==> src/rtl/anemo_logger_pkg.sv <==
// Shared definitions for the anemometer RAM logger: record layout and write-master states.
package anemo_logger_pkg;

  localparam int RECORD_W = 32;
  localparam int TS_MSB   = 31;
  localparam int TS_LSB   = 16;
  localparam int SPD_MSB  = 7;
  localparam int SPD_LSB  = 0;

  typedef enum logic {IDLE, WRITE} state_t;

  // Packs a timestamp and speed code into one log word; unused middle byte stays zero.
  function automatic logic [RECORD_W-1:0] make_record(input logic [15:0] ts,
                                                      input logic [7:0]  spd);
    logic [RECORD_W-1:0] rec;
    rec                  = '0;
    rec[TS_MSB:TS_LSB]   = ts;
    rec[SPD_MSB:SPD_LSB] = spd;
    return rec;
  endfunction

endpackage

==> src/rtl/anemo_sync_fifo.sv <==
// Generic synchronous FIFO; a push into a full FIFO is accepted only when a pop happens in the same cycle.
module anemo_sync_fifo #(
  parameter int WIDTH = 32,
  parameter int DEPTH = 4
) (
  input  logic             clk,
  input  logic             reset,
  input  logic             push,
  input  logic             pop,
  input  logic [WIDTH-1:0] din,
  output logic [WIDTH-1:0] dout,
  output logic             full,
  output logic             empty
);

  localparam int AW = $clog2(DEPTH);

  logic [WIDTH-1:0] mem [DEPTH];
  logic [AW:0]      rd_ptr;
  logic [AW:0]      wr_ptr;
  logic             do_push;
  logic             do_pop;

  // Pointers carry one extra wrap bit so full and empty are distinguishable.
  assign empty   = (rd_ptr == wr_ptr);
  assign full    = (rd_ptr[AW] != wr_ptr[AW]) && (rd_ptr[AW-1:0] == wr_ptr[AW-1:0]);
  assign do_pop  = pop & ~empty;
  assign do_push = push & (~full | do_pop);
  assign dout    = mem[rd_ptr[AW-1:0]];

  always_ff @(posedge clk) begin
    if (reset) begin
      rd_ptr <= '0;
      wr_ptr <= '0;
    end else begin
      if (do_push) wr_ptr <= wr_ptr + 1'b1;
      if (do_pop)  rd_ptr <= rd_ptr + 1'b1;
    end
  end

  always_ff @(posedge clk) begin
    if (do_push) mem[wr_ptr[AW-1:0]] <= din;
  end

endmodule

==> src/rtl/anemo_ram_logger.sv <==
// Timestamps wind-speed samples and writes them as a circular log into the sample RAM over Avalon-MM.
module anemo_ram_logger
  import anemo_logger_pkg::*;
#(
  parameter int NUM_WORDS  = 5000,
  parameter int BASE_ADDR  = 0,
  parameter int ADDR_W     = 15,
  parameter int FIFO_DEPTH = 4
) (
  input  logic              clk,
  input  logic              reset,
  input  logic              enable,
  input  logic              clear,
  input  logic              tick,
  input  logic              sample_valid,
  input  logic [7:0]        sample_data,
  output logic [ADDR_W-1:0] avm_address,
  output logic              avm_write,
  output logic [31:0]       avm_writedata,
  output logic [3:0]        avm_byteenable,
  input  logic              avm_waitrequest,
  output logic [12:0]       wr_ptr,
  output logic [7:0]        wrap_count,
  output logic              overflow,
  output logic              busy
);

  localparam logic [ADDR_W-1:0] BASE     = ADDR_W'(BASE_ADDR);
  localparam logic [12:0]       LAST_PTR = 13'(NUM_WORDS - 1);

  state_t              state;
  logic                clear_pending;
  logic [15:0]         timestamp;
  logic                clear_now;
  logic                sample_in;
  logic                fifo_push;
  logic                fifo_pop;
  logic                fifo_reset;
  logic                fifo_full;
  logic                fifo_empty;
  logic [RECORD_W-1:0] fifo_dout;

  // A clear only takes effect between transfers; it also flushes the FIFO through its reset.
  assign clear_now      = (state == IDLE) & (clear | clear_pending);
  assign fifo_pop       = (state == WRITE) & ~avm_waitrequest;
  assign sample_in      = sample_valid & enable & ~clear_now;
  assign fifo_push      = sample_in & (~fifo_full | fifo_pop);
  assign fifo_reset     = reset | clear_now;
  assign busy           = ~fifo_empty | avm_write;
  assign avm_byteenable = 4'hF;

  anemo_sync_fifo #(
    .WIDTH (RECORD_W),
    .DEPTH (FIFO_DEPTH)
  ) u_fifo (
    .clk   (clk),
    .reset (fifo_reset),
    .push  (fifo_push),
    .pop   (fifo_pop),
    .din   (make_record(timestamp, sample_data)),
    .dout  (fifo_dout),
    .full  (fifo_full),
    .empty (fifo_empty)
  );

  always_ff @(posedge clk) begin
    if (reset) begin
      state         <= IDLE;
      avm_write     <= 1'b0;
      avm_address   <= BASE;
      avm_writedata <= '0;
      wr_ptr        <= '0;
      wrap_count    <= '0;
      overflow      <= 1'b0;
      timestamp     <= '0;
      clear_pending <= 1'b0;
    end else begin
      timestamp <= timestamp + 16'(tick);
      if (sample_in & fifo_full & ~fifo_pop) overflow <= 1'b1;

      case (state)
        IDLE: begin
          if (clear_now) begin
            wr_ptr        <= '0;
            wrap_count    <= '0;
            overflow      <= 1'b0;
            timestamp     <= '0;
            clear_pending <= 1'b0;
          end else if (!fifo_empty) begin
            avm_write     <= 1'b1;
            avm_address   <= BASE + ADDR_W'({wr_ptr, 2'b00});
            avm_writedata <= fifo_dout;
            state         <= WRITE;
          end
        end
        WRITE: begin
          if (clear) clear_pending <= 1'b1;
          // Address and data stay frozen until the slave drops waitrequest.
          if (!avm_waitrequest) begin
            avm_write <= 1'b0;
            state     <= IDLE;
            if (wr_ptr == LAST_PTR) begin
              wr_ptr <= '0;
              if (wrap_count != 8'hFF) wrap_count <= wrap_count + 8'd1;
            end else begin
              wr_ptr <= wr_ptr + 13'd1;
            end
          end
        end
        default: state <= IDLE;
      endcase
    end
  end

endmodule

==> config.mk <==
export PLATFORM = sky130hd
export DESIGN_NAME = anemo_ram_logger
export DESIGN_NICKNAME = d
export VERILOG_FILES = /design/src/rtl/anemo_logger_pkg.sv /design/src/rtl/anemo_sync_fifo.sv /design/src/rtl/anemo_ram_logger.sv
export SDC_FILE = /design/constraint.sdc
export NUM_CORES = 1
export LEC_CHECK = 0
export ABC_CLOCK_PERIOD_IN_PS = 4700
export CAP_MARGIN = 40
export CORE_MARGIN = 2
export CORE_UTILIZATION = 42
export DETAILED_ROUTE_END_ITERATION = 6
export PLACE_DENSITY_LB_ADDON = 0.1
export SKIP_CTS_REPAIR_TIMING = 1
export SLEW_MARGIN = 25
export SYNTH_ARGS = -nofsm -noshare
export SYNTH_HDL_FRONTEND = slang
export SYNTH_SLANG_ARGS = --single-unit
==> constraint.sdc <==
create_clock -name clk -period 4.7 [get_ports clk]
set_input_delay 0.47 -clock clk [delete_from_list [all_inputs] [get_ports clk]]
set_output_delay 0.47 -clock clk [all_outputs]
set_load 0.02 [all_outputs]
## Yosys cells after proc, flatten, opt, wreduce, memory -nomap -nowiden

Memory sizes are Yosys's and may differ from the RTL's. A register that Yosys moved wholly into a read port is not among the register bits.
Cells that the tools add are included.

| storage, ports and cells | value |
|---|---|
| bits in registers | 92 |
| output and inout bits | 75 |
| memory bits (writable) | 96 |
| input port bits | 15 |
| memories | 1 |
| word-level logic and storage cells | 82 |

Memories:

| memory | words | width | read ports | clocked after Yosys merged registers in | wr ports | line | source |
|---|---|---|---|---|---|---|---|
| u_fifo.mem | 4 | 24 | 1 | 1 | 1 | anemo_sync_fifo.sv:18 | `logic [WIDTH-1:0] mem [DEPTH];` |

| operators by class | value |
|---|---|
| muxes and demuxes | 27 |
| reduce and logical (&&, ||, !) cells | 6 |
| add/sub/neg operators | 5 |
| equal/unequal tests | 12 |
| bitwise logic cells | 20 |

Operators with widths:

| operator | number |
|---|---|
| 2-to-1 mux 13 bit | 3 |
| 2-to-1 mux 16 bit | 2 |
| 2-to-1 mux 8 bit | 4 |
| one-hot mux 13 bit (2 select lines) | 1 |
| adder 16 x 1 -> 16 bit | 1 |
| one-hot mux 8 bit (2 select lines) | 1 |
| adder 13 x 1 -> 13 bit (second input constant) | 1 |
| == test 13 bit (second input constant) | 1 |
| 2-to-1 mux 1 bit | 13 |
| inequality test 2 bit (second input constant) | 5 |
| AND 1 bit | 9 |
| adder 8 x 1 -> 8 bit (second input constant) | 1 |
| inequality test 8 bit (second input constant) | 1 |
| adder 3 x 1 -> 3 bit (second input constant) | 2 |
| NOT 1 bit | 6 |
| one-hot mux 1 bit (2 select lines) | 3 |
| AND reduction 3 bit | 2 |
| OR 1 bit | 5 |
| inequality test 2 x 1 -> 1 bit (second input constant) | 2 |
| AND reduction 2 bit | 2 |
| AND reduction 4 bit | 1 |
| == test 3 bit | 1 |
| == test 2 bit | 1 |
| logical AND 1 bit | 1 |
| inequality test 1 bit | 1 |

## Depth between registers and ports, before layout

Gate-level depths: netlist of run 1.

| logic depth | value |
|---|---|
| word-level depth | 9 |
| gate-level depth with buffers | 7 |
| mapped depth without buffers | 5 |

## Hierarchy

From an unflattened synthesis of run 1, not the netlist that was laid out.

| unflattened totals | value |
|---|---|
| cells, all modules | 659 |
| area total of the unflattened synthesis | 8749.6 sq um |

By module, submodules not included:

| module | times used | cells an instance | seq. area each (sq um) | area an instance (sq um) |
|---|---|---|---|---|
| anemo_sync_fifo | 1 | 222 | 4003.8 | 5144.9 |
| anemo_ram_logger | 1 | 437 | 1721.7 | 3604.7 |

## Worst setup path before layout of run 1

No wires, ideal clock.

| path | value |
|---|---|
| path kind | register to register |
| start point | reg wr_ptr[2] |
| end point | reg wrap_count[5] |
| required time | 4.626 ns |
| setup time | 0.074 ns |
| arrival time | 2.287 ns |
| path buffers | 1 |
| stages on the path, launching flop included | 6 |
| slack | 2.339 ns |
| period minus slack after synthesis | 2.361 ns |
| cell sequence | dfxtp_1 or4b_1 or4_4 buf_6 or4_1 a31oi_1 |

| between the ends | value |
|---|---|
| word-level cells in the longest chain between the ends | 3 |

Ends and longest elaborated chain:

| item | line | source |
|---|---|---|
| from (decl) | anemo_ram_logger.sv:22 | `output logic [12:0] wr_ptr,` |
| from (signal assigned) | anemo_ram_logger.sv:106 | `wr_ptr <= wr_ptr + 13'd1;` |
| == test 13 bit | anemo_ram_logger.sv:102 | `if (wr_ptr == LAST_PTR) begin` |
| inequality test 2 x 1 -> 1 bit (no line) | -- |  |
| AND reduction 4 bit (no line) | -- |  |
| to (signal assigned) | anemo_ram_logger.sv:104 | `if (wrap_count != 8'hFF) wrap_count <= wrap_count + 8'd1;` |
| to (decl) | anemo_ram_logger.sv:23 | `output logic [7:0] wrap_count,` |

No other way between the ends.
A chain may end at the register's enable or synchronous reset.

## Worst setup path in the final report of run 1

| path | value |
|---|---|
| start point | reg u_fifo.rd_ptr[0] |
| end point | out busy |

| between the ends | value |
|---|---|
| word-level cells in the longest chain between the ends | 3 |

Ends and longest elaborated chain:

| item | line | source |
|---|---|---|
| from (decl) | anemo_sync_fifo.sv:19 | `logic [AW:0] rd_ptr;` |
| from (signal assigned) | anemo_sync_fifo.sv:37 | `if (do_pop) rd_ptr <= rd_ptr + 1'b1;` |
| == test 3 bit | anemo_sync_fifo.sv:25 | `assign empty = (rd_ptr == wr_ptr);` |
| NOT 1 bit (no line) | -- |  |
| OR 1 bit | anemo_ram_logger.sv:49 | `assign busy = ~fifo_empty \| avm_write;` |
| to (decl) | anemo_ram_logger.sv:25 | `output logic busy` |

No other way between the ends.

==> results of run 1 <==
==> stage by stage <==
stage	total power, mW	cells	utilization	hold WS (ns)	worst slack (ns)
2_1_floorplan	1.75	604	-	0.469	2.34
3_3_place_gp	1.78	872	0.481	0.444	2.07
3_5_place_dp	1.79	875	0.484	0.450	2.07
4_1_cts	3.17	907	0.518	0.458	1.61
5_1_grt	3.24	907	0.518	0.472	1.51
6_report	3.14	907	0.518	0.455	1.70
==> kinds of logic (layout without fill, tap and decap cells) <==
kind of cell,count (synthesis),after routing,share of synthesized area
simple gates,211,211,0.139
flops,180,180,0.630
compound gates,93,93,0.0763
buf+inv,48,126,0.0335
mux,26,26,0.0773
xor+xnor,23,23,0.0278
fa+ha+maj,9,9,0.0155
other cells,2,14,0.00104
==> worst paths after layout <==
kind	slack (ns)	endpoint
hold / removal	0.45	avm_address[13]$_SDFFE_PP0P_
hold reg to reg	0.45	avm_address[13]$_SDFFE_PP0P_
setup / recovery	1.70	busy
setup reg to reg	2.28	wrap_count[3]$_SDFFE_PP0P_
==> Yosys cell counts (9+ instances only) <==
cell type	number
or3_1	9
nor2_1	24
a31oi_1	16
a21oi_1	45
nor4_1	10
o21ai_0	12
edfxtp_1	96
buf_4	14
ha_1	9
xor2_1	15
nand3_1	19
nand2_1	105
dfxtp_1	84
clkbuf_1	21
mux4_2	24
==> placed cells by master, fill, tap and decap left out, drive strengths merged, types with 9 or more instances in the layout <==
cell           Yosys  final
nor4              10     10
nand2            105    105
nand3             19     19
or3                9      9
clkbuf            21     24
ha                 9      9
buf               19     12
o21ai             12     12
a31oi             16     16
mux4              24     24
clkdlybuf4s50      0     74
edfxtp            96     96
nor2              24     24
dfxtp             84     84
inv                8     10
a21oi             45     45
xor2              15     15
conb               2     14
==> power breakdown <==
| group | switching, mW | internal, mW |
|---|---|---|
| combinational | 0.0563 | 0.0322 |
| clock | 0.564 | 0.823 |
| sequential | 0.00543 | 1.66 |
==> layer usage <==
metal	routed length, um	GRT usage	vias up
li1	-	-	2319
met1	6690	0.215	2390
met2	7910	0.309	122
met3	728	0.0340	9
met4	123	0.0544	0
met5	0	0	-
==> state kept, by name, indices dropped and copies added, names as in the netlist <==
register       flops
avm_writedata     24
state              1
wr_ptr            13
u_fifo.wr_ptr      3
u_fifo.mem        96
timestamp         16
avm_write          1
u_fifo.rd_ptr      3
overflow           1
avm_address       13
clear_pending      1
wrap_count         8
==> critical path, stage by stage, from the launching register on <==
cell	delay, ns
dfxtp_2	0.31
buf_4	0.47
xor2_1	0.27
or4_1	0.52
clkdlybuf4s50_1	0.55
==> cell type report <==
cell class / instances / area share
Sequential cell: 180 / 0.517
Clock buffer: 24 / 0.0540
Timing Repair Buffer: 86 / 0.0971
Multi-Input combinational cell: 376 / 0.285
Tap cell: 225 / 0.0319
Clock inverter: 8 / 0.0115
Inverter: 8 / 0.00340
==> impl_results.md, run 1 <==
- Status: finished, final reports clean
- Core footprint: around 0.017 mm^2
- Register Area: ~0.0046 mm^2
- Remaining Overflow, GRT: 0
- Share of cells above drive strength 1: 0.101
- Max VDD drop: 0.314 mV
- Clock Latency Late Sink: 0.41 ns
- Slew Limit Fails: 0
- Initial core utilization: 0.425
- NumNets Final: 693
- Post-Synthesis Cells: 592
- FF-to-FF Start: wr_ptr[2]$_SDFFE_PP0P_
- ANT cells: 0
- Crit path launch type: flip-flop
- Initial antenna violation count: 0
- Final WL: 15500 um
- Gpl congestion: 0.802
- Finished Cell Area: just under 0.009 mm^2
- Number of global-route vias before repair: 4632
- Unrepaired setup endpoints after global routing: no
- Number of synthesized register bits: 180
- Num CTS Buffers: 17
- Die height: 135 um
- Post-synth cell types: 48
- Wire length per cell: ~17 um
- CP endpoint kind: output port
- Vias: 4840
- Period utilization: 0.638
- Placed instance area: between 0.008 and 0.009 mm^2
- Syn_area_per_cell: between 10 and 15 um^2
- Tmin final: 3.00 ns
- Critical path launch point: u_fifo.rd_ptr[0]$_SDFFE_PP0P_
- Remaining antenna violation count after routing: 0
- Post-synthesis cell area: 0.00725 mm^2
- Fill cell count: 1462
- Ys flop type: edfxtp_1
- HPWL after DPL: 10100 um
- Die area: approximately 0.018 mm^2
- Multi-input gate area in the final layout: between 0.002 and 0.003 mm^2
- Achievable frequency: between 300 and 400 MHz
- Tot GR Track Use: 0.174
- Vias per Instance: 5.34
- Largest net degree at the start of global routing: 33
- Largest cells by area after synthesis: edfxtp_1, dfxtp_1, mux4_2
- Syn-to-layout area delta: 21.8%
- Clk slew on worst S/H paths: about 0.060 ns
- Sequential area share after synthesis: 0.630
- Synthesis Warnings: 0
- Clk root buf: clkbuf_16
- Tightest Pin Transition: 0.716 ns
- Worst setup path class: flip-flop to output port
- Power Density: 356 mW/mm^2
- Worst R2R Path Depth: 4
- Worst rel slew slack: 0.522
- DR iter-0 viols: 279
- Area leader, netlist: edfxtp_1
- Synth top area share: 0.398
- Critical Path RT: around 4.2 ns
- DRC viols: 0
- Final hold violation count: 0
- Leakage: 2.86 nW
- Asr flop ratio synth: 0
- Clk_skew: 0.00914 ns
- Cell Rows: 48
- IO buf count: 75
- I/O pin count: 90
- Critical path fanouts, max: 28
- First-pass GRT wire length: 24300 um
- CTS sink cnt: 180
- Post-synth EDFFs: 96
- TNS Setup: 0 ns
- H-Tree Depth: 4
- Drt first pass iters: 4
- TritonCTS clock tree: done
- Longest Clk Path Bufs: 2
- Die W: roughly 140 um
- Hold Path Depth: 2
- Min-delay src: avm_address[13]$_SDFFE_PP0P_
- Max-cap violations: 0
- Final setup vio count: 0
- Worst Path Arrival: 2.53 ns
- Hold Path Class: flip-flop to flip-flop
Power figures use the tool's default switching activity.
==> run 2, diff against run 1 <==
--- a/config.mk
+++ b/config.mk
@@ -5,7 +5,7 @@
 export SDC_FILE = /design/constraint.sdc
 export NUM_CORES = 1
 export LEC_CHECK = 0
-export ABC_CLOCK_PERIOD_IN_PS = 4700
+export ABC_CLOCK_PERIOD_IN_PS = 2800
 export CAP_MARGIN = 40
 export CORE_MARGIN = 2
 export CORE_UTILIZATION = 42
==> constraint.sdc (replaced) <==
create_clock -name clk -period 2.8 [get_ports clk]
set_input_delay 0.28 -clock clk [delete_from_list [all_inputs] [get_ports clk]]
set_output_delay 0.28 -clock clk [all_outputs]
set_load 0.02 [all_outputs]
==> impl_results.md, run 2 (same netlist as run 1, synthesis figures left out) <==
- ANT cells: 0 (unchanged)
- Pre-CTS WS: 0.448 ns (-1.62 ns)
- First-pass GRT wire length: 25000 um (+2.7%)
- Hold WS: 0.318 ns (-0.137 ns)
- Initial core utilization: 0.425 (unchanged)
- DR iter-0 viols: 260 (-6.8%)
- Drt first pass iters: 5 (+1)
- Fill cell count: 1503 (+2.8%)
- Max-cap violations: 0 (unchanged)
- IO buf count: 75 (unchanged)
- Critical path fanouts, max: 6 (-79%)
- Clk slew on worst S/H paths: 0.06 ns (about the same)
- Hold Path Class: primary input to flip-flop
- Largest net degree at the start of global routing: 32 (-3.0%)
- Unrepaired setup endpoints after global routing: no
- Longest Clk Path Bufs: 2 (unchanged)
- I/O pin count: 90 (unchanged)
- HPWL after DPL: 10200 um (+0.74%)
- Die area: 0.0183 mm^2 (unchanged)
- Tmin final: 2.50 ns
- Slew Limit Fails: 0 (unchanged)
- Crit path launch type: flip-flop
- Worst setup path class: flip-flop to output port
- Clk_skew: 0.00955 ns (+0.000409 ns)
- Syn-to-layout area delta: 21.4%
- Clk root buf: clkbuf_16
- Max FFs per register: 96 (unchanged)
- Vias per Instance: 5.31 (-0.47%)
- H-Tree Depth: 4 (unchanged)
- Critical Path RT: 2.52 ns (-1.71 ns)
- Core footprint: 0.0171 mm^2 (unchanged)
- Num CTS Buffers: 17 (unchanged)
- Final hold violation count: 0 (unchanged)
- Power Density: 578 mW/mm^2 (+62%)
- TNS Setup: 0 ns (unchanged)
- Clock Latency Late Sink: 0.42 ns (about the same)
- Die height: 135 um (unchanged)
- Period utilization: 0.892
- Final WL: 15800 um (+2.1%)
- Remaining antenna violation count after routing: 0 (unchanged)
- Final setup vio count: 0 (unchanged)
- Share of cells above drive strength 1: 0.108 (+0.00701)
- Tightest Pin Transition: 0.690 ns (-0.0258 ns)
- Worst Slack Setup Final: 0.301 ns (-1.40 ns)
- CP endpoint kind: output port
- CTS sink cnt: 180 (unchanged)
- Gpl congestion: 0.853 (+6.4%)
- Worst Path Arrival: 2.22 ns (-0.31 ns)
- Most frequent cells in the layout: nand2_1, edfxtp_1, dfxtp_1
- Remaining Overflow, GRT: 0 (unchanged)
- Number of global-route vias before repair: 4711 (+1.7%)
- Vias: 4828 (-0.25%)
- Die W: 135 um (unchanged)
- Cell Rows: 48 (unchanged)
- TritonCTS clock tree: done
- Worst rel slew slack: 0.540 (+0.0182)
- Most common cell after layout, fill and taps aside: nand2_1
- Tot GR Track Use: 0.179 (+0.00530)
- Max VDD drop: 0.469 mV (+50%)
- Achievable frequency: 400 MHz
- DRC viols: 0 (unchanged)
- Leakage: 2.84 nW (-0.71%)
- Final Power: 5.08 mW (+62%)
- Core Util, Final: 0.516 (-0.00161)
- Status: finished, final reports clean
- Wire length per cell: 17.4 um (+1.9%)
- NumNets Final: 695 (+0.29%)
- Initial antenna violation count: 0 (unchanged)
==> run 2: cell count changes in the layout (fill, tap and decap cells not counted), sizes merged <==
| cell | change |
|---|---|
| clkbuf | -3 |
| clkinvlp | +3 |
| buf | +2 |
| bufinv | -2 |
| clkinv | +2 |
==> run 2: worst paths after layout <==
check | from | end | slack [ns] | cells after the start
worst max-delay path | u_fifo.wr_ptr[1]$_SDFFE_PP0N_ | busy | 0.30 | 3
worst min-delay path | reset | avm_writedata[19]$_SDFFE_PP0P_ | 0.32 | 2
worst max register to register | wr_ptr[2]$_SDFFE_PP0P_ | wrap_count[3]$_SDFFE_PP0P_ | 0.41 | 4
worst min register to register | avm_address[10]$_SDFFE_PP0P_ | avm_address[10]$_SDFFE_PP0P_ | 0.45 | 2
==> run 2: layout make-up <==
cell class	count	area, um^2	area share
Timing Repair Buffer	88	876	0.0995
Multi-Input combinational cell	376	2520	0.286
Sequential cell	180	4570	0.519
Clock buffer	21	450	0.0512
Inverter	8	30.0	0.00341
Clock inverter	11	81.3	0.00924
Tap cell	225	282	0.0320
==> run 2: stage by stage <==
step | std cells | instance area (um^2)
finish | 909 | 8800
floorplan | 604 | 7300
detailed placement | 877 | 8270
CTS | 909 | 8800
global route | 909 | 8800
global placement | 876 | 8260
==> run 2: critical path, stage by stage (launching register included) <==
cell	delay, ns
dfxtp_1	0.48
xor2_1	0.22
or4_1	0.55
clkdlybuf4s50_1	0.55
==> run 2: report_power, final <==
part / total, mW / internal, mW / switching (mW)
registers: 2.79 / 2.78 / 0.00924
clock network: 2.14 / 1.16 / 0.980
logic: 0.150 / 0.0535 / 0.0970
==> run 2: per-layer routing <==
metal | track usage | vias to the layer above | wire (um)
met5 | 0 | - | 0
met4 | 0.0631 | 0 | 246
li1 | - | 2321 | -
met1 | 0.215 | 2382 | 6730
met2 | 0.316 | 106 | 8210
met3 | 0.0434 | 19 | 582
